## config.mk

```make
export PLATFORM = sky130hd
export DESIGN_NAME = stack_seq
export DESIGN_NICKNAME = d
export VERILOG_FILES = /design/src/rtl/stack_seq_pkg.sv /design/src/rtl/stack_seq.sv
export SDC_FILE = /design/constraint.sdc
export NUM_CORES = 1
export LEC_CHECK = 0
export CORE_ASPECT_RATIO = 1.75
export CORE_MARGIN = 10
export CORE_UTILIZATION = 42
export CTS_CLUSTER_SIZE = 10
export DETAILED_ROUTE_END_ITERATION = 10
export PLACE_DENSITY = 0.85
export SYNTH_ARGS = -nofsm -noshare
export SYNTH_HDL_FRONTEND = slang
export SYNTH_SLANG_ARGS = --single-unit
```

## constraint.sdc

```tcl
create_clock -name clock -period 2 [get_ports clock]
set_input_delay 0.5 -clock clock [delete_from_list [all_inputs] [get_ports clock]]
set_output_delay 0.5 -clock clock [all_outputs]
set_load 0.02 [all_outputs]
```

## src/rtl/stack_seq_pkg.sv

```systemverilog
// Shared encodings for the stack sequencer and its stack-pointer partner (sp_mod).
//   sp_sel_e : command to sp_mod (hold / inc / dec / bus loads that this block never issues)
//   op_e     : operation requested with start
//   state_e  : sequencer states
package stack_seq_pkg;

  typedef enum logic [2:0] {
    SpHold       = 3'd0,
    SpIncr       = 3'd1,
    SpDecr       = 3'd2,
    SpDataBus    = 3'd3,
    SpDataBusRel = 3'd4
  } sp_sel_e;

  typedef enum logic {
    OpPush = 1'b0,
    OpPop  = 1'b1
  } op_e;

  typedef enum logic [2:0] {
    StIdle    = 3'd0,
    StPushDec = 3'd1,
    StPushHi  = 3'd2,
    StPushLo  = 3'd3,
    StPopLo   = 3'd4,
    StPopHi   = 3'd5
  } state_e;

endpackage

```

## src/rtl/stack_seq.sv

```systemverilog
// Stack sequencer: moves a 16-bit word to/from a byte-wide memory using an external
// stack pointer (sp_mod). PUSH pre-decrements twice, writing the high byte then the low
// byte; POP reads the low byte then the high byte, post-incrementing twice.
// Ports:
//   clock, reset (async, active-low)
//   start, op, push_data  : request, sampled only in IDLE
//   sp                    : current stack pointer from sp_mod
//   mem_data              : combinational memory read data
//   sp_sel                : command to sp_mod (0 hold, 1 inc, 2 dec)
//   addr_bus, data_out    : memory address / write data
//   mem_wr, mem_rd        : one-cycle-per-byte strobes
//   pop_data              : last popped word
//   busy, done            : busy in every non-IDLE state; done pulses in first IDLE cycle
module stack_seq
  import stack_seq_pkg::*;
(
  input  logic        clock,
  input  logic        reset,
  input  logic        start,
  input  logic        op,
  input  logic [15:0] push_data,
  input  logic [15:0] sp,
  input  logic [7:0]  mem_data,
  output logic [2:0]  sp_sel,
  output logic [15:0] addr_bus,
  output logic [7:0]  data_out,
  output logic        mem_wr,
  output logic        mem_rd,
  output logic [15:0] pop_data,
  output logic        busy,
  output logic        done
);

  state_e      state;
  sp_sel_e     sp_cmd;
  logic        addr_en;
  logic [15:0] push_q;

  assign sp_sel = sp_cmd;
  // sp only settles one edge after the command, so the address is passed through live
  // rather than registered; addr_en marks the memory-access states.
  assign addr_bus = addr_en ? sp : 16'h0000;

  // Outputs are registered alongside the state: each branch loads the values that belong
  // to the state being entered.
  always_ff @(posedge clock or negedge reset) begin
    if (!reset) begin
      state    <= StIdle;
      sp_cmd   <= SpHold;
      addr_en  <= 1'b0;
      data_out <= 8'h00;
      mem_wr   <= 1'b0;
      mem_rd   <= 1'b0;
      busy     <= 1'b0;
      done     <= 1'b0;
      push_q   <= 16'h0000;
      pop_data <= 16'h0000;
    end else begin
      done <= 1'b0;
      unique case (state)
        StIdle: begin
          if (start) begin
            push_q <= push_data;
            busy   <= 1'b1;
            if (op_e'(op) == OpPop) begin
              state   <= StPopLo;
              sp_cmd  <= SpIncr;
              addr_en <= 1'b1;
              mem_rd  <= 1'b1;
            end else begin
              state  <= StPushDec;
              sp_cmd <= SpDecr;
            end
          end
        end
        StPushDec: begin
          state    <= StPushHi;
          sp_cmd   <= SpDecr;
          addr_en  <= 1'b1;
          mem_wr   <= 1'b1;
          data_out <= push_q[15:8];
        end
        StPushHi: begin
          state    <= StPushLo;
          sp_cmd   <= SpHold;
          data_out <= push_q[7:0];
        end
        StPushLo: begin
          state    <= StIdle;
          addr_en  <= 1'b0;
          mem_wr   <= 1'b0;
          data_out <= 8'h00;
          busy     <= 1'b0;
          done     <= 1'b1;
        end
        StPopLo: begin
          state          <= StPopHi;
          pop_data[7:0]  <= mem_data;
        end
        StPopHi: begin
          state          <= StIdle;
          pop_data[15:8] <= mem_data;
          sp_cmd         <= SpHold;
          addr_en        <= 1'b0;
          mem_rd         <= 1'b0;
          busy           <= 1'b0;
          done           <= 1'b1;
        end
        default: begin
          state    <= StIdle;
          sp_cmd   <= SpHold;
          addr_en  <= 1'b0;
          data_out <= 8'h00;
          mem_wr   <= 1'b0;
          mem_rd   <= 1'b0;
          busy     <= 1'b0;
        end
      endcase
    end
  end

endmodule
```

==> results of run 1 <==
[path summary, 6_finish.rpt]
check / to / slack (ns) / start
min: push_q[5]$_DFFE_PN0P_ / 0.06 / reset
max reg2reg: data_out[0]$_DFFE_PN0N_ / 0.30 / state[1]$_DFFE_PN0P_
min reg2reg: data_out[7]$_DFFE_PN0N_ / 0.51 / data_out[7]$_DFFE_PN0N_
max in group asynchronous: addr_en$_DFFE_PN0P_ / 1.41 / reset
max: addr_bus[9] / 0.10 / sp[9]
min in group clock: data_out[7]$_DFFE_PN0N_ / 0.51 / data_out[7]$_DFFE_PN0N_
[cell usage after synthesis]
cell type                   number
sky130_fd_sc_hd__buf_4           1
sky130_fd_sc_hd__nor2_1          3
sky130_fd_sc_hd__xnor2_1         1
sky130_fd_sc_hd__nor3b_4         1
sky130_fd_sc_hd__a21oi_2         1
sky130_fd_sc_hd__o2bb2ai_1       9
sky130_fd_sc_hd__a211oi_1        1
sky130_fd_sc_hd__nand2b_2        1
sky130_fd_sc_hd__a21oi_1         4
sky130_fd_sc_hd__nor3_1          2
sky130_fd_sc_hd__nor3_4          1
sky130_fd_sc_hd__buf_2           4
sky130_fd_sc_hd__o21a_1          1
sky130_fd_sc_hd__nand3_1         2
sky130_fd_sc_hd__inv_1           3
sky130_fd_sc_hd__mux2_2         32
sky130_fd_sc_hd__and2_1         16
sky130_fd_sc_hd__nand2_1         3
sky130_fd_sc_hd__a31oi_1         2
sky130_fd_sc_hd__and3_1          1
sky130_fd_sc_hd__o211ai_1        2
sky130_fd_sc_hd__o21ai_0         4
sky130_fd_sc_hd__dfrtp_1        50
sky130_fd_sc_hd__o31ai_1         2
sky130_fd_sc_hd__buf_6           1
sky130_fd_sc_hd__buf_8           1
sky130_fd_sc_hd__and2b_1         1
sky130_fd_sc_hd__nor2b_1         3
sky130_fd_sc_hd__a22oi_1         8
sky130_fd_sc_hd__conb_1          1
sky130_fd_sc_hd__clkbuf_1        2
[final cells by class]
cell class | count | area (µm²) | area share (%)
clock buffer | 6 | 82.6 | 2.54
clock inverter | 2 | 60.1 | 1.85
inverter | 3 | 11.3 | 0.346
multi-input combinational | 102 | 837 | 25.7
sequential | 50 | 1250 | 38.5
tap | 54 | 67.6 | 2.08
timing repair buffer | 96 | 943 | 29.0
[state kept, by name, indices dropped and copies added, names as in the netlist]
| register | cells |
|---|---|
| busy | 1 |
| done | 1 |
| mem_rd | 1 |
| sp_sel | 2 |
| pop_data | 16 |
| mem_wr | 1 |
| data_out | 8 |
| state | 3 |
| push_q | 16 |
| addr_en | 1 |
[logic make-up after synthesis]
group	Yosys count	share of synthesized area, %
flip-flops	50	57.9
XOR/XNOR	1	0.405
AND/OR/NAND/NOR	34	10.1
AO/OA/AOI/OAI	34	11.3
other	1	0.174
multiplexers	32	16.7
buffers and inverters	12	3.36
[layer usage]
layer / up-vias / track usage (%)
met4: 0 / 5.88
met2: 58 / 23.1
met5: - / 0
met3: 6 / 3.62
li1: 777 / -
met1: 790 / 13.5
[power breakdown]
| group | switching, mW | internal (mW) | leakage, nW |
|---|---|---|---|
| Sequential | 0.368 | 1.51 | 0.598 |
| Clock | 0.331 | 0.533 | 0.0714 |
| Combinational | 1.18 | 1.30 | 0.716 |
| Total | 1.88 | 3.34 | 1.39 |
[per-stage QoR]
| stage | setup TNS (ns) | util (%) | worst slack (ns) | instances |
|---|---|---|---|---|
| after CTS | 0 | 65.4 | 0.0884 | 313 |
| after global placement | -2.57 | 62.9 | -0.167 | 305 |
| after detailed placement | -2.73 | 62.9 | -0.185 | 305 |
| after global routing | 0 | 65.4 | 0.0656 | 313 |
| after floorplan | 0 | - | 0.546 | 164 |
| final | 0 | 65.4 | 0.101 | 313 |
[what timing repair did]
action | CTS | global route
endpoints found under the setup margin | 16 | 0
gates resized for setup | 17 | 0
buffers inserted | 0 | 0
==> summary.md, run 1 <==
- total met3 wirelength after detailed routing: 442 µm
- Site Rows: 34
- leading cell type in the layout, fill and taps excluded: sky130_fd_sc_hd__clkdlybuf4s50_1
- cell-by-cell listing of the critical path: clkdlybuf4s50_1 > and2_1 > dlygate4sd2_1
- routed wire length on met2: 2.96 mm
- crit path DAT: 1.40 ns
- largest net degree at the start of global routing: 26
- wl on met1: 2.03 mm
- path type of the worst min-delay path: in -> async
- H-tree depth reported by CTS: 2
- Remaining Overflow, GRT: 0
- CTS clock-pin slew for the worst setup and hold paths: 0.09 ns
- Detailed Route WL: 5.54 mm
- Slowest cell on crit path: sky130_fd_sc_hd__clkdlybuf4s50_1
- ratio of routed vias to standard cells: 5.21
- total via count after detailed routing: 1631
- number of buffers created by CTS: 5
- antenna violations before repair: 0
- RSZ-0062 raised after global routing: false
- Stages on worst setup path: 3
- gp weighted congestion: 0.744
- largest driver fanout on the critical path: 1
- overall die area: 0.00853 mm²
- worst hold slack after final layout: 0.0629 ns
- leakage power of the design: 1.39 nW
- share of cells above drive strength 1: 20.5%
- TritonCTS clock tree: built
- max-slew violation count: 0
- number of iterations in the first detailed-routing pass: 3
- fraction of the cycle the final worst path needs: 95.0%
- Synth warnings: 0
- uppermost signal routing layer after detailed routing: met4
- Area after DPL: 0.00313 mm²
- largest voltage drop on the vdd net: 1100 µV
- share of Yosys cell area claimed by the top area cell type: 57.9%
- per-cell routed wire length: 17.7 µm
- die span in y: 115 µm
- net count of the finished layout: 302
- Largest stage delay, worst path: 0.45 ns
- Fill cells: 420
- count of different cell masters after synthesis: 31
- transition time at the pin with the least slew margin: 0.689 ns
- syn_area_per_cell: 13.2 µm²
- sum of buffers and inverters on the critical path: 2
- final setup violating endpoints: 0
- Peak Freq: 0.527 GHz
- DRT antenna net count: 0
- count of endpoints failing hold in the final timing report: 0
- global-route wire length before repair: 8.67 mm
- clock sink total: 50
- net count after synthesis: 208
- Register-to-Register Path Depth: 3
- leading area contributor after synthesis: sky130_fd_sc_hd__dfrtp_1
- # IOs: 91
- clock tree skew after final layout: 0.00749 ns
- global-route total usage across every layer: 13.0%
- startpoint class of the critical path: input port
- area of the core region: 0.00498 mm²
- Post-Layout Inst Area: 0.00325 mm²
- required time of the critical path: 1.50 ns
- most frequent cells in the layout: 72 x sky130_fd_sc_hd__clkdlybuf4s50_1, 49 x sky130_fd_sc_hd__dfrtp_1, 32 x sky130_fd_sc_hd__mux2_2
- DRC errors left: 0
- via count of the first global-routing pass: 1745
- family with the most delay on the worst path: buffers and inverters
- cell types with the largest area share after synthesis: sky130_fd_sc_hd__dfrtp_1 58%, sky130_fd_sc_hd__mux2_2 17%, sky130_fd_sc_hd__and2_1 4.6%
- synthesized instance count: 164
- final critical path time including I/O delays and setup: 1.90 ns
- count of antenna diodes in the layout: 0
- proportion of synthesized chip area in sequential cells: 57.9%
- overall power of the completed layout: 5.22 mW
- initial standard-cell utilization of the core: 43.4%
- area growth from synthesis to layout: 50.6%
- worst-skew pair later-pin latency: 0.31 ns
- synthesized cell area: 0.00216 mm²
- HPWL after detailed placement: 4.30 mm
- power density normalized to cell area: 1600 mW/mm²
- Buffers on Ports: 89
- overall die width: 74.2 µm
- hold bufs inserted after CTS: 0
- root buffer cell: sky130_fd_sc_hd__clkbuf_8
- flop and latch count out of synthesis: 50
- first-iteration detailed-routing DRC count: 59
- CTS max path bufs: 2
- type of the setup path with the least slack: in -> out
- number of max-cap violations: 0
- outcome: finished clean
- type of element capturing the critical path: output pin
- relative max-transition margin: 54.0%
(Power assumes the default switching activity.)
==> run 2: changes to the inputs <==
--- a/config.mk
+++ b/config.mk
@@ -8,9 +8,11 @@
 export CORE_ASPECT_RATIO = 1.75
 export CORE_MARGIN = 10
 export CORE_UTILIZATION = 42
+export CTS_CLUSTER_DIAMETER = 150
 export CTS_CLUSTER_SIZE = 10
 export DETAILED_ROUTE_END_ITERATION = 10
 export PLACE_DENSITY = 0.85
+export SETUP_SLACK_MARGIN = 0.4
 export SYNTH_ARGS = -nofsm -noshare
 export SYNTH_HDL_FRONTEND = slang
 export SYNTH_SLANG_ARGS = --single-unit
==> summary.md, run 2 (synthesis results as in run 1) <==
- outcome: finished clean
- registers with the most flip-flops: pop_data: 16 flops, push_q: 16 flops, data_out: 8 flops
- Remaining Overflow, GRT: 0
- transition time at the pin with the least slew margin: 0.505 ns
- area of the core region: 0.00498 mm²
- type of the setup path with the least slack: reg -> out
- gp weighted congestion: 0.744
- H-tree depth reported by CTS: 2
- relative max-transition margin: 66.3%
- number of buffers created by CTS: 5
- type of element capturing the critical path: output pin
- sum of buffers and inverters on the critical path: 2
- TritonCTS clock tree: built
- CTS clock-pin slew for the worst setup and hold paths: 0.09 ns
- share of cells above drive strength 1: 35.7%
- number of iterations in the first detailed-routing pass: 3
- DRT antenna net count: 0
- most frequent cells in the layout: 46 x sky130_fd_sc_hd__dfrtp_1, 43 x sky130_fd_sc_hd__dlygate4sd2_1, 32 x sky130_fd_sc_hd__mux2_2
- Register-to-Register Path Depth: 2
- crit-path most repeated cell: sky130_fd_sc_hd__buf_6
- fraction of the cycle the final worst path needs: 82.2%
- global-route layer with the greatest usage: met2
- net count of the finished layout: 306
- Slowest cell on crit path: sky130_fd_sc_hd__dfrtp_2
- largest driver fanout on the critical path: 9
- power density normalized to cell area: 1590 mW/mm²
- Stages on worst setup path: 3
- Worst setup startpoint: addr_en$_DFFE_PN0P_
- ratio of routed vias to standard cells: 5.28
- GRT met1 Usage: 13.7%
- startpoint class of the critical path: flop
- overall die width: 74.2 µm
- root buffer cell: sky130_fd_sc_hd__clkbuf_8
- area growth from synthesis to layout: 55.2%
- path type of the worst min-delay path: in -> async
- count of endpoints failing hold in the final timing report: 0
- CTS max path bufs: 2
- RSZ-0062 raised after global routing: true
- final setup violating endpoints: 0
- hold bufs inserted after CTS: 0
- global routing met3 resource utilization: 3.28%
- first-iteration detailed-routing DRC count: 53
- HPWL after detailed placement: 4.30 mm
- Post-Layout Inst Area: 0.00335 mm²
- crit path DAT: 1.14 ns
- global-route total usage across every layer: 13.3%
- largest net degree at the start of global routing: 26
- global-route wire length before repair: 8.83 mm
- # IOs: 91
- initial standard-cell utilization of the core: 43.4%
- clock sink total: 50
- per-cell routed wire length: 18.3 µm
- number of max-cap violations: 0
- Detailed Route WL: 5.80 mm
- required time of the critical path: 1.50 ns
- DRC errors left: 0
- die span in y: 115 µm
- Site Rows: 34
- Peak Freq: 0.608 GHz
- Area after DPL: 0.00313 mm²
- worst-case register-to-register setup slack: 0.44 ns
- via count of the first global-routing pass: 1762
- Largest stage delay, worst path: 0.42 ns
- clock tree skew after final layout: 0.0107 ns
- worst-skew pair later-pin latency: 0.31 ns
- largest voltage drop on the vdd net: 1120 µV
- overall die area: 0.00853 mm²
- family with the most delay on the worst path: flip-flops
- endpoint of the worst-slack reg-to-reg timing path: pop_data[3]$_DFFE_PN0P_
- Buffers on Ports: 89
- cell-by-cell listing of the critical path: buf_6 > and2_4 > buf_6
- leading cell type in the layout, fill and taps excluded: sky130_fd_sc_hd__dfrtp_1
- max-slew violation count: 0
- post-layout util: 67.4%
- reg-to-reg startpoint: state[0]$_DFFE_PN0P_
- total via count after detailed routing: 1675
- end point of the critical path: addr_bus[3]
- leakage power of the design: 1.53 nW
- met2 capacity usage during global routing: 24.1%
- antenna violations before repair: 0
- count of antenna diodes in the layout: 0
- final critical path time including I/O delays and setup: 1.64 ns
[run 2: cell count changes in the layout (fill, tap and decap cells not counted), sizes merged]
cell | previous run | this run
dlygate4sd2 | 16 | 43
dlymetal6s2s | 0 | 2
clkdlybuf4s50 | 72 | 25
clkdlybuf4s15 | 0 | 1
buf | 8 | 27
clkbuf | 6 | 8
[run 2: worst min path at each step]
stage	startpoint	endpoint	slack, ns	cells past startpoint
CTS	reset	push_q[5]$_DFFE_PN0P_	0.06	1
global route	reset	push_q[5]$_DFFE_PN0P_	0.06	1
global placement	reset	push_q[0]$_DFFE_PN0P_	0.40	1
finish	reset	push_q[5]$_DFFE_PN0P_	0.06	1
floorplan	reset	addr_en$_DFFE_PN0P_	0.20	0
detailed placement	reset	push_q[5]$_DFFE_PN0P_	0.40	1
[run 2: repair_timing]
item                       4_1_cts  5_1_grt
setup endpoints to repair       70       56
gates cloned                     0        1
gates resized for setup        159       13
pin swaps                       11        2
buffers inserted                 3        0
[run 2: metrics by stage]
step	setup slack [ns]	power [mW]	std cells	hold WS, ns	TNS (ns)
after floorplan	0.546	3.33	164	0.204	0
after global routing	0.315	5.69	317	0.0627	0
after CTS	0.169	5.33	316	0.0569	0
after global placement	-0.167	4.41	305	0.396	-2.57
final	0.356	5.34	317	0.0570	0
after detailed placement	-0.185	4.48	305	0.397	-2.73
[run 2: report_power, final]
part / switching [mW] / internal [mW] / leakage (nW)
clock network: 0.334 / 0.533 / 0.0714
logic: 1.29 / 1.34 / 0.864
registers: 0.342 / 1.51 / 0.594
[run 2: per-layer routing]
layer	up-vias	routed length, µm
met3	6	430
met2	60	3170
li1	787	-
met1	822	2090
met4	0	106
met5	-	0
[run 2: final cells by class]
| class | count | area [µm²] |
|---|---|---|
| Timing Repair Buffer | 100 | 985 |
| Sequential cell | 50 | 1260 |
| Tap cell | 54 | 67.6 |
| Clock buffer | 6 | 82.6 |
| Fill cell | 401 | 1620 |
| Inverter | 3 | 11.3 |
| Multi-Input combinational cell | 102 | 892 |
| Clock inverter | 2 | 60.1 |
==> run 3: changes to the inputs <==
--- a/config.mk
+++ b/config.mk
@@ -7,11 +7,11 @@
 export LEC_CHECK = 0
 export CORE_ASPECT_RATIO = 1.75
 export CORE_MARGIN = 10
-export CORE_UTILIZATION = 42
+export CORE_UTILIZATION = 38
 export CTS_CLUSTER_DIAMETER = 150
 export CTS_CLUSTER_SIZE = 10
 export DETAILED_ROUTE_END_ITERATION = 10
-export PLACE_DENSITY = 0.85
+export PLACE_DENSITY = 0.82
 export SETUP_SLACK_MARGIN = 0.4
 export SYNTH_ARGS = -nofsm -noshare
 export SYNTH_HDL_FRONTEND = slang
==> constraint.sdc (replaced) <==
create_clock -name clock -period 1.4 [get_ports clock]
set_input_delay 0.35 -clock clock [delete_from_list [all_inputs] [get_ports clock]]
set_output_delay 0.35 -clock clock [all_outputs]
set_load 0.02 [all_outputs]
==> summary.md, run 3 (synthesis results as in run 1) <==
- multi-input logic area: 0.00118 mm²
- Site Rows: 36
- overall die width: 77.0 µm
- DRC errors left: 0
- DRT antenna net count: 0
- post-layout util: 79.3%
- violated checks: setup timing
- leakage power of the design: 2.02 nW
- Area after DPL: 0.00338 mm²
- uppermost signal routing layer after detailed routing: met4
- crit-path most repeated cell: sky130_fd_sc_hd__buf_6
- outcome: finished with violations
- area of all sequential standard cells: 0.00125 mm²
- via count of the first global-routing pass: 2187
- ratio of routed vias to standard cells: 4.98
- type of element capturing the critical path: output pin
- overall power of the completed layout: 10.6 mW
- required time of the critical path: 1.05 ns
- max-slew violation count: 0
- routed wire length on met2: 4.37 mm
- area growth from synthesis to layout: 103%
- Fill cells: 298
- antenna violations before repair: 0
- worst-case register-to-register setup slack: -0.10 ns
- leading cell type in the layout, fill and taps excluded: sky130_fd_sc_hd__buf_6
- CTS clock-pin slew for the worst setup and hold paths: 0.09 ns
- count of endpoints failing hold in the final timing report: 0
- clock tree skew after final layout: 0.0152 ns
- sum of buffers and inverters on the critical path: 2
- TritonCTS clock tree: built
- hold bufs inserted after CTS: 0
- largest voltage drop on the vdd net: 1550 µV
- net count of the finished layout: 368
- cell-by-cell listing of the critical path: buf_6 > and2_4 > buf_6
- per-cell routed wire length: 20.2 µm
- power density normalized to cell area: 2410 mW/mm²
- total via count after detailed routing: 1998
- root buffer cell: sky130_fd_sc_hd__clkbuf_8
- final critical path time including I/O delays and setup: 1.52 ns
- HPWL after detailed placement: 4.58 mm
- largest net degree at the start of global routing: 51
- H-tree depth reported by CTS: 2
- global-route total usage across every layer: 16.6%
- # IOs: 91
- worst-skew pair later-pin latency: 0.31 ns
- family with the most delay on the worst path: flip-flops
- CTS max path bufs: 2
- global-route wire length before repair: 12.3 mm
- Slowest cell on crit path: sky130_fd_sc_hd__dfrtp_2
- first-iteration detailed-routing DRC count: 108
- registers with the most flip-flops: pop_data: 16 flops, push_q: 16 flops, data_out: 8 flops
- Non-Filler Instances: 401
- total met3 wirelength after detailed routing: 400 µm
- gp weighted congestion: 0.789
- area of the core region: 0.00554 mm²
- number of max-cap violations: 0
- clock sink total: 50
- count of antenna diodes in the layout: 0
- die span in y: 120 µm
- share of cells above drive strength 1: 64.9%
- wl on met1: 3.09 mm
- Remaining Overflow, GRT: 0
- largest driver fanout on the critical path: 6
- number of buffers created by CTS: 5
- crit path DAT: 1.17 ns
- worst hold slack after final layout: 0.0146 ns
- fraction of the cycle the final worst path needs: 108%
- Detailed Route WL: 8.08 mm
- crit path setup slack, layout: -0.116 ns
- Buffers on Ports: 89
- RSZ-0062 raised after global routing: true
- Placed Cells: 340
- Largest stage delay, worst path: 0.46 ns
- Peak Freq: 0.660 GHz
- type of the setup path with the least slack: reg -> out
- number of iterations in the first detailed-routing pass: 4
- total negative slack for setup checks: -4.12 ns
- pre-CTS setup slack: -0.509 ns
- most frequent cells in the layout: 69 x sky130_fd_sc_hd__buf_6, 48 x sky130_fd_sc_hd__dfrtp_1, 41 x sky130_fd_sc_hd__clkdlybuf4s50_1
- startpoint class of the critical path: flop
- final setup violating endpoints: 48
- path type of the worst min-delay path: in -> async
- initial standard-cell utilization of the core: 39.0%
- Post-Layout Inst Area: 0.00439 mm²
- overall die area: 0.00922 mm²
==> run 3: cell count changes in the layout (fill, tap and decap cells not counted), moves of 3 or more <==
cell	change
sky130_fd_sc_hd__mux2_4	+32
sky130_fd_sc_hd__o2bb2ai_1	-4
sky130_fd_sc_hd__o2bb2ai_2	+4
sky130_fd_sc_hd__buf_6	+51
sky130_fd_sc_hd__a22oi_1	-8
sky130_fd_sc_hd__o21ai_0	-3
sky130_fd_sc_hd__a22oi_2	+8
sky130_fd_sc_hd__buf_4	+33
sky130_fd_sc_hd__dlygate4sd2_1	-42
sky130_fd_sc_hd__clkdlybuf4s50_1	+16
sky130_fd_sc_hd__mux2_2	-32
sky130_fd_sc_hd__buf_12	+4
==> run 3: area by class of cell <==
| type | count | share of cell area [%] |
|---|---|---|
| Multi-Input combinational cell | 102 | 26.8 |
| Sequential cell | 50 | 28.5 |
| Clock inverter | 2 | 0.855 |
| Clock buffer | 6 | 1.65 |
| Tap cell | 76 | 2.17 |
| Timing Repair Buffer | 162 | 39.4 |
| Inverter | 3 | 0.541 |
==> run 3: power by group <==
group	switching (mW)	total (mW)	internal, mW
clock network	0.501	1.03	0.534
logic	2.76	6.82	4.06
registers	0.580	2.74	2.16
total	3.84	10.6	6.75
==> run 3: final timing paths <==
check,startpoint,endpoint,cells after the start
max,addr_en$_DFFE_PN0P_,addr_bus[14],3
min,reset,busy$_DFFE_PN0P_,2
max reg2reg,state[0]$_DFFE_PN0P_,push_q[0]$_DFFE_PN0P_,5
min reg2reg,data_out[1]$_DFFE_PN0N_,data_out[1]$_DFFE_PN0N_,1
max in group asynchronous,reset,state[1]$_DFFE_PN0P_,2
min in group clock,data_out[1]$_DFFE_PN0N_,data_out[1]$_DFFE_PN0N_,1
==> run 3: layer usage <==
| metal | track usage (%) | vias up |
|---|---|---|
| met4 | 6.65 | 0 |
| li1 | - | 902 |
| met5 | 0 | - |
| met2 | 30.0 | 80 |
| met3 | 4.26 | 15 |
| met1 | 17.9 | 1001 |
==> run 3: what timing repair did <==
action / CTS / global route
endpoints found under the hold margin: 0 / 0
cloned: 5 / 0
setup endpoints to repair: 95 / 96
gates resized for setup: 358 / 18
pin swaps: 16 / 16
buffers inserted: 29 / 19
==> run 3: worst register-to-register path, cell delays in order (launching register included) <==
cell	delay, ns
sky130_fd_sc_hd__dfrtp_1	0.44
sky130_fd_sc_hd__buf_6	0.16
sky130_fd_sc_hd__nor3_4	0.21
sky130_fd_sc_hd__buf_6	0.14
sky130_fd_sc_hd__buf_12	0.13
sky130_fd_sc_hd__mux2_4	0.30
==> RTL change 1 (config.mk and constraints of run 3) <==
Make the reset (`reset`) synchronous in one clocked block. Comments in the files are not updated.
--- a/src/rtl/stack_seq.sv
+++ b/src/rtl/stack_seq.sv
@@ -44,5 +44,5 @@
   // Outputs are registered alongside the state: each branch loads the values that belong
   // to the state being entered.
-  always_ff @(posedge clock or negedge reset) begin
+  always_ff @(posedge clock) begin
     if (!reset) begin
       state    <= StIdle;
Behaviour: differs if reset is asserted again (counterexample within 4 cycles, from zero or initial values and one cycle with reset low); with reset held inactive, the same outputs for 10 cycles.
==> RTL change 1 against run 3 <==
The run still ends with negative setup slack left; die area rose by 1.9%; maximum frequency rose by 5.6%; cell area fell by 3.3%; synthesized area rose by 2.4%; wire length rose by 18%; worst setup slack improved by 0.081 ns; utilization fell by 3.8 points; sequential cell count did not move; largest cell class unchanged.
Power is not compared: it rests on default switching activity, and its combinational part moved more than twofold at a synthesized area within 25%.
==> RTL change 1: results (changes against run 3) <==
[logic_synthesis]
ys.warnings.count = 0  ; unchanged
yosys-top-cells-count = dfxtp_1, nand2_1, nor2b_1, o21ai_0
synthTopCellsByArea = dfxtp_1, mux2i_1, nand2_1, nor2b_1, and2_1
seq_area_frac_synth = 0.452  ; -0.127
synth_flop_cell = dfxtp_1
syn_nets = 294  ; +41%
synth_cell_type_count = 32  ; +3.2%
syn_inst = 250  ; +52%
synthArstFlopShare = 0  ; -1.00

[pwr]
peakVddDrop_mv = 0.725
p_leak_nw = 1.85

[placed_design]
gp_congestion = 0.797  ; +0.94%
place_area_um2 = 3290  ; -2.6%
pre_cts_ws_ns = -0.517  ; -0.00758 ns
place_inst = 410  ; +21%
dp_hpwl_um = 4950  ; +8.0%
port_buffers = 89  ; unchanged

[global_route]
grt_first_pass_wirelength_um = 11900  ; -3.0%
grt_max_degree = 24  ; -53%
antenna_found_initial = 3  ; +3
grt_usage = 0.158  ; -0.00773

[detailed_routing]
drt_iter0_drc = 131  ; +21%
num_vias = 2389  ; +20%
vias_per_cell = 5.18  ; +4.0%
drt-total-wl_um = 9570  ; +18%
first_pass_iters = 5  ; +1

[sta]
setup_slack_ns = -0.0352  ; +0.0809 ns
finalSetupViolCount = 19  ; -60%
finalClockSkew_ns = 0.00656  ; -0.00866 ns

[clock_network]
cts_max_level = 2  ; unchanged
clk_pin_slew_ns = 0.09  ; about the same
clk_latency_ns = 0.31  ; about the same
cts_max_path_buffers = 2  ; unchanged
ctsRootBufferMaster = clkbuf_8
cts_made_buffers = 5  ; unchanged

[worst_setup_path]
worst_r2r_path_depth = 6  ; +1
r2r_start = state[0]
cp-startpoint = addr_en
arrival_ns = 1.09  ; -0.08 ns
critPathCapture = addr_bus[4]
r2r_end = sp_sel[0]
rrSetupSlack_ns = -0.03  ; +0.07 ns
cp_max_fo = 9  ; +3

[outcome]
status = finished with violations
violations = negative setup slack

[finish]
reg_top3 = pop_data x16, push_q x16, data_out x8
drive_gt1_frac = 0.560  ; -0.0890
num-fill-cells = 338  ; +13%
nets = 425  ; +15%

[min_path]
hold_class = reg2reg

==> RTL change 1: changes by cell type in the layout (fill, tap and decap cells not counted), moves of 16 or more <==
cell and change:
dfrtp_1 -48, mux2_4 -32, dfxtp_2 +31, nor2b_1 +18, clkdlybuf4s50_1 -17, dlygate4sd2_1 +17, dfxtp_1 +16, mux2i_1 +16
==> RTL change 1: power by group <==
| part | switching [W] | internal (W) | leakage [nW] |
|---|---|---|---|
| registers | 0.000118 | 0.00157 | 0.424 |
| clock network | 0.000488 | 0.000535 | 0.0525 |
| logic | 0.000752 | 0.000896 | 1.37 |
==> RTL change 1: logic make-up after synthesis <==
| kind of cell | Yosys count | synth area share |
|---|---|---|
| compound gates | 58 | 0.184 |
| xor+xnor | 1 | 0.00396 |
| buf+inv | 29 | 0.0594 |
| flops | 50 | 0.452 |
| mux | 16 | 0.0724 |
| other cells | 1 | 0.00169 |
| simple gates | 95 | 0.227 |
==> RTL change 1: layer usage <==
layer  share of wire  vias to the layer above  routed length [um]  track usage
met2            0.58                      111                5540        0.314
met4           0.049                        0                 473       0.0872
met3           0.055                       30                 526       0.0415
li1                -                     1100                   -            -
met5               0                        -                   0            0
met1            0.32                     1148                3030        0.136
==> RTL change 1: cell type report <==
cell class	instances	area share
Clock buffer	7	0.0180
Sequential cell	50	0.247
Antenna cell	3	0.00177
Inverter	8	0.00707
Timing Repair Buffer	145	0.369
Multi-Input combinational cell	171	0.327
Clock inverter	1	0.00707
Tap cell	76	0.0224
==> RTL change 1: repair_timing <==
action | CTS | global route
hold buffers | 0 | 0
pin swaps | 15 | 32
setup endpoints to repair | 96 | 95
buffers inserted | 22 | 13
cloned | 3 | 2
resized for setup | 374 | 65
==> RTL change 1: worst min path at each step <==
stage,from,end,slack (ns),cells past startpoint
after floorplan,push_q[7],push_q[7],0.44,2
after global routing,push_q[8],push_q[8],0.48,2
after detailed placement,push_q[8],push_q[8],0.45,2
after CTS,push_q[10],push_q[10],0.46,2
after global placement,push_q[9],push_q[9],0.44,2
final,push_q[8],push_q[8],0.47,2
==> RTL change 1: per-stage QoR <==
| step | util | power (W) | setup TNS [ns] |
|---|---|---|---|
| 2_1_floorplan | - | 0.00228 | 0 |
| 3_3_place_gp | 0.585 | 0.00271 | -13.97 |
| 3_5_place_dp | 0.585 | 0.00274 | -14.84 |
| 4_1_cts | 0.682 | 0.00400 | 0 |
| 5_1_grt | 0.754 | 0.00450 | -0.942 |
| 6_report | 0.754 | 0.00436 | -0.368 |
==> RTL change 1: worst max-delay path, cell delays in order, from the launching register on <==
cell and delay, ns:
dfxtp_4 0.37, buf_12 0.13, and2_4 0.15, buf_6 0.12
==> RTL change 2 (settings of run 3) <==
Without the edit above. The 6 states of `state_e` get a one-hot encoding in 6 bits.
--- a/src/rtl/stack_seq_pkg.sv
+++ b/src/rtl/stack_seq_pkg.sv
@@ -18,11 +18,11 @@
   } op_e;
 
-  typedef enum logic [2:0] {
-    StIdle    = 3'd0,
-    StPushDec = 3'd1,
-    StPushHi  = 3'd2,
-    StPushLo  = 3'd3,
-    StPopLo   = 3'd4,
-    StPopHi   = 3'd5
+  typedef enum logic [5:0] {
+    StIdle    = 6'b000001,
+    StPushDec = 6'b000010,
+    StPushHi  = 6'b000100,
+    StPushLo  = 6'b001000,
+    StPopLo   = 6'b010000,
+    StPopHi   = 6'b100000
   } state_e;
 
Formal check against the unedited RTL: same outputs for any inputs over 10 cycles, from zero or initial values and one cycle with reset low; not proved beyond that.
==> RTL change 2 against run 3 <==
The run still ends with negative setup slack left; total power decreased by 15%; wire length decreased by 4.2%; via count increased by 5.6%; cell area increased by 1.8%; clock skew about the same; non-clock buffer count decreased by 5; synthesized area increased by 11%; sequential cell count increased by 3; worst setup slack got worse by 0.19 ns; largest power group unchanged.
==> RTL change 2: results (changes against run 3) <==
[worst_setup_path]
critPathMaxStageDelay_ns = 0.58  ; +0.12 ns
r2r_end = push_q[2]
r2r_start = state[5]
arrival_ns = 1.89  ; +0.72 ns
worst_r2r_path_depth = 4  ; -1

[logic_synthesis]
seq_area_frac_synth = 0.553  ; -0.0259
synthTopCellsByArea = dfrtp_1, mux2_2, mux2_4, and2_1, a22o_1
syn_nets = 231  ; +11%
synth_cell_type_count = 39  ; +26%

[sta]
tns_ns = -11.83  ; -7.71 ns
finalClockSkew_ns = 0.0157  ; +0.000487 ns
finalSetupViolCount = 65  ; +35%
setup_slack_ns = -0.307  ; -0.191 ns

[global_route]
grt_pass1_vias = 2194  ; +0.32%
groute.layer.met2.usage = 0.244  ; -0.0558
met1_usage = 0.148  ; -0.0309
grt_use_met3 = 0.0366  ; -0.00602
grt_first_pass_wirelength_um = 11100  ; -9.8%

[detailed_routing]
wl_met2_um = 4300  ; -1.6%
drt_iter0_drc = 167  ; +55%
vias_per_cell = 4.99  ; +0.11%

[clock_network]
cts_setup_buffers = 21  ; -28%
ctsHoldBuffers = 1  ; +1

[finish]
num-fill-cells = 399  ; +34%
drive_gt1_frac = 0.577  ; -0.0720

[pwr]
p_leak_nw = 2.15  ; +6.6%

[outcome]
status = finished with violations
violations = negative setup slack

[placed_design]
gp_congestion = 0.778  ; -1.4%

## RTL change 2: changes by cell type after synthesis, moves of 5 or more
cell              run 3  this run
mux2_2               32        23
mux2_4                0         9
o2bb2ai_1             9         0
a21o_1                0         8
a22o_1                0         8
a22oi_1               8         0
nor2_1                3         8
o21ai_0               4         9
## RTL change 2: report_power, final
group	internal [W]	switching (W)	leakage, nW
sequential	0.00219	0.000456	0.654
combinational	0.00314	0.00217	1.44
clock	0.000583	0.000479	0.0585
total	0.00591	0.00311	2.15
## RTL change 2: logic make-up (layout without fill, tap and decap cells)
family / Yosys count / after routing / synth area share
mux: 32 / 32 / 0.164
buf+inv: 14 / 168 / 0.0334
xor+xnor: 4 / 4 / 0.0146
flops: 53 / 53 / 0.553
compound gates: 35 / 35 / 0.105
simple gates: 48 / 50 / 0.128
other cells: 1 / 1 / 0.00156
## RTL change 2: metrics by stage
step	hold WS, ns	setup slack, ns	instance area [um2]	cells
after floorplan	0.0544	-0.359	2510	187
after global placement	0.248	-0.484	3670	374
after detailed placement	0.243	-0.506	3670	374
after CTS	0.0544	-0.295	4220	407
after global routing	0.0627	-0.380	4470	423
final	0.0600	-0.307	4470	423
## RTL change 2: layout make-up
type	count	share of cell area
clock buffers	7	0.0193
clock inverters	1	0.00672
inverters	3	0.00252
multi-input cells	122	0.283
flip-flops and latches	53	0.297
well taps	80	0.0224
repair buffers	157	0.369
## RTL change 2: worst min path at each step
stage                      from            to  slack [ns]  depth (start not counted)
after detailed placement  reset  pop_data[15]        0.24                          1
final                     reset   data_out[0]        0.06                          2
after global routing      reset     push_q[1]        0.06                          2
after global placement    reset   pop_data[7]        0.25                          1
after floorplan           reset       addr_en        0.05                          0
after CTS                 reset     push_q[8]        0.05                          2
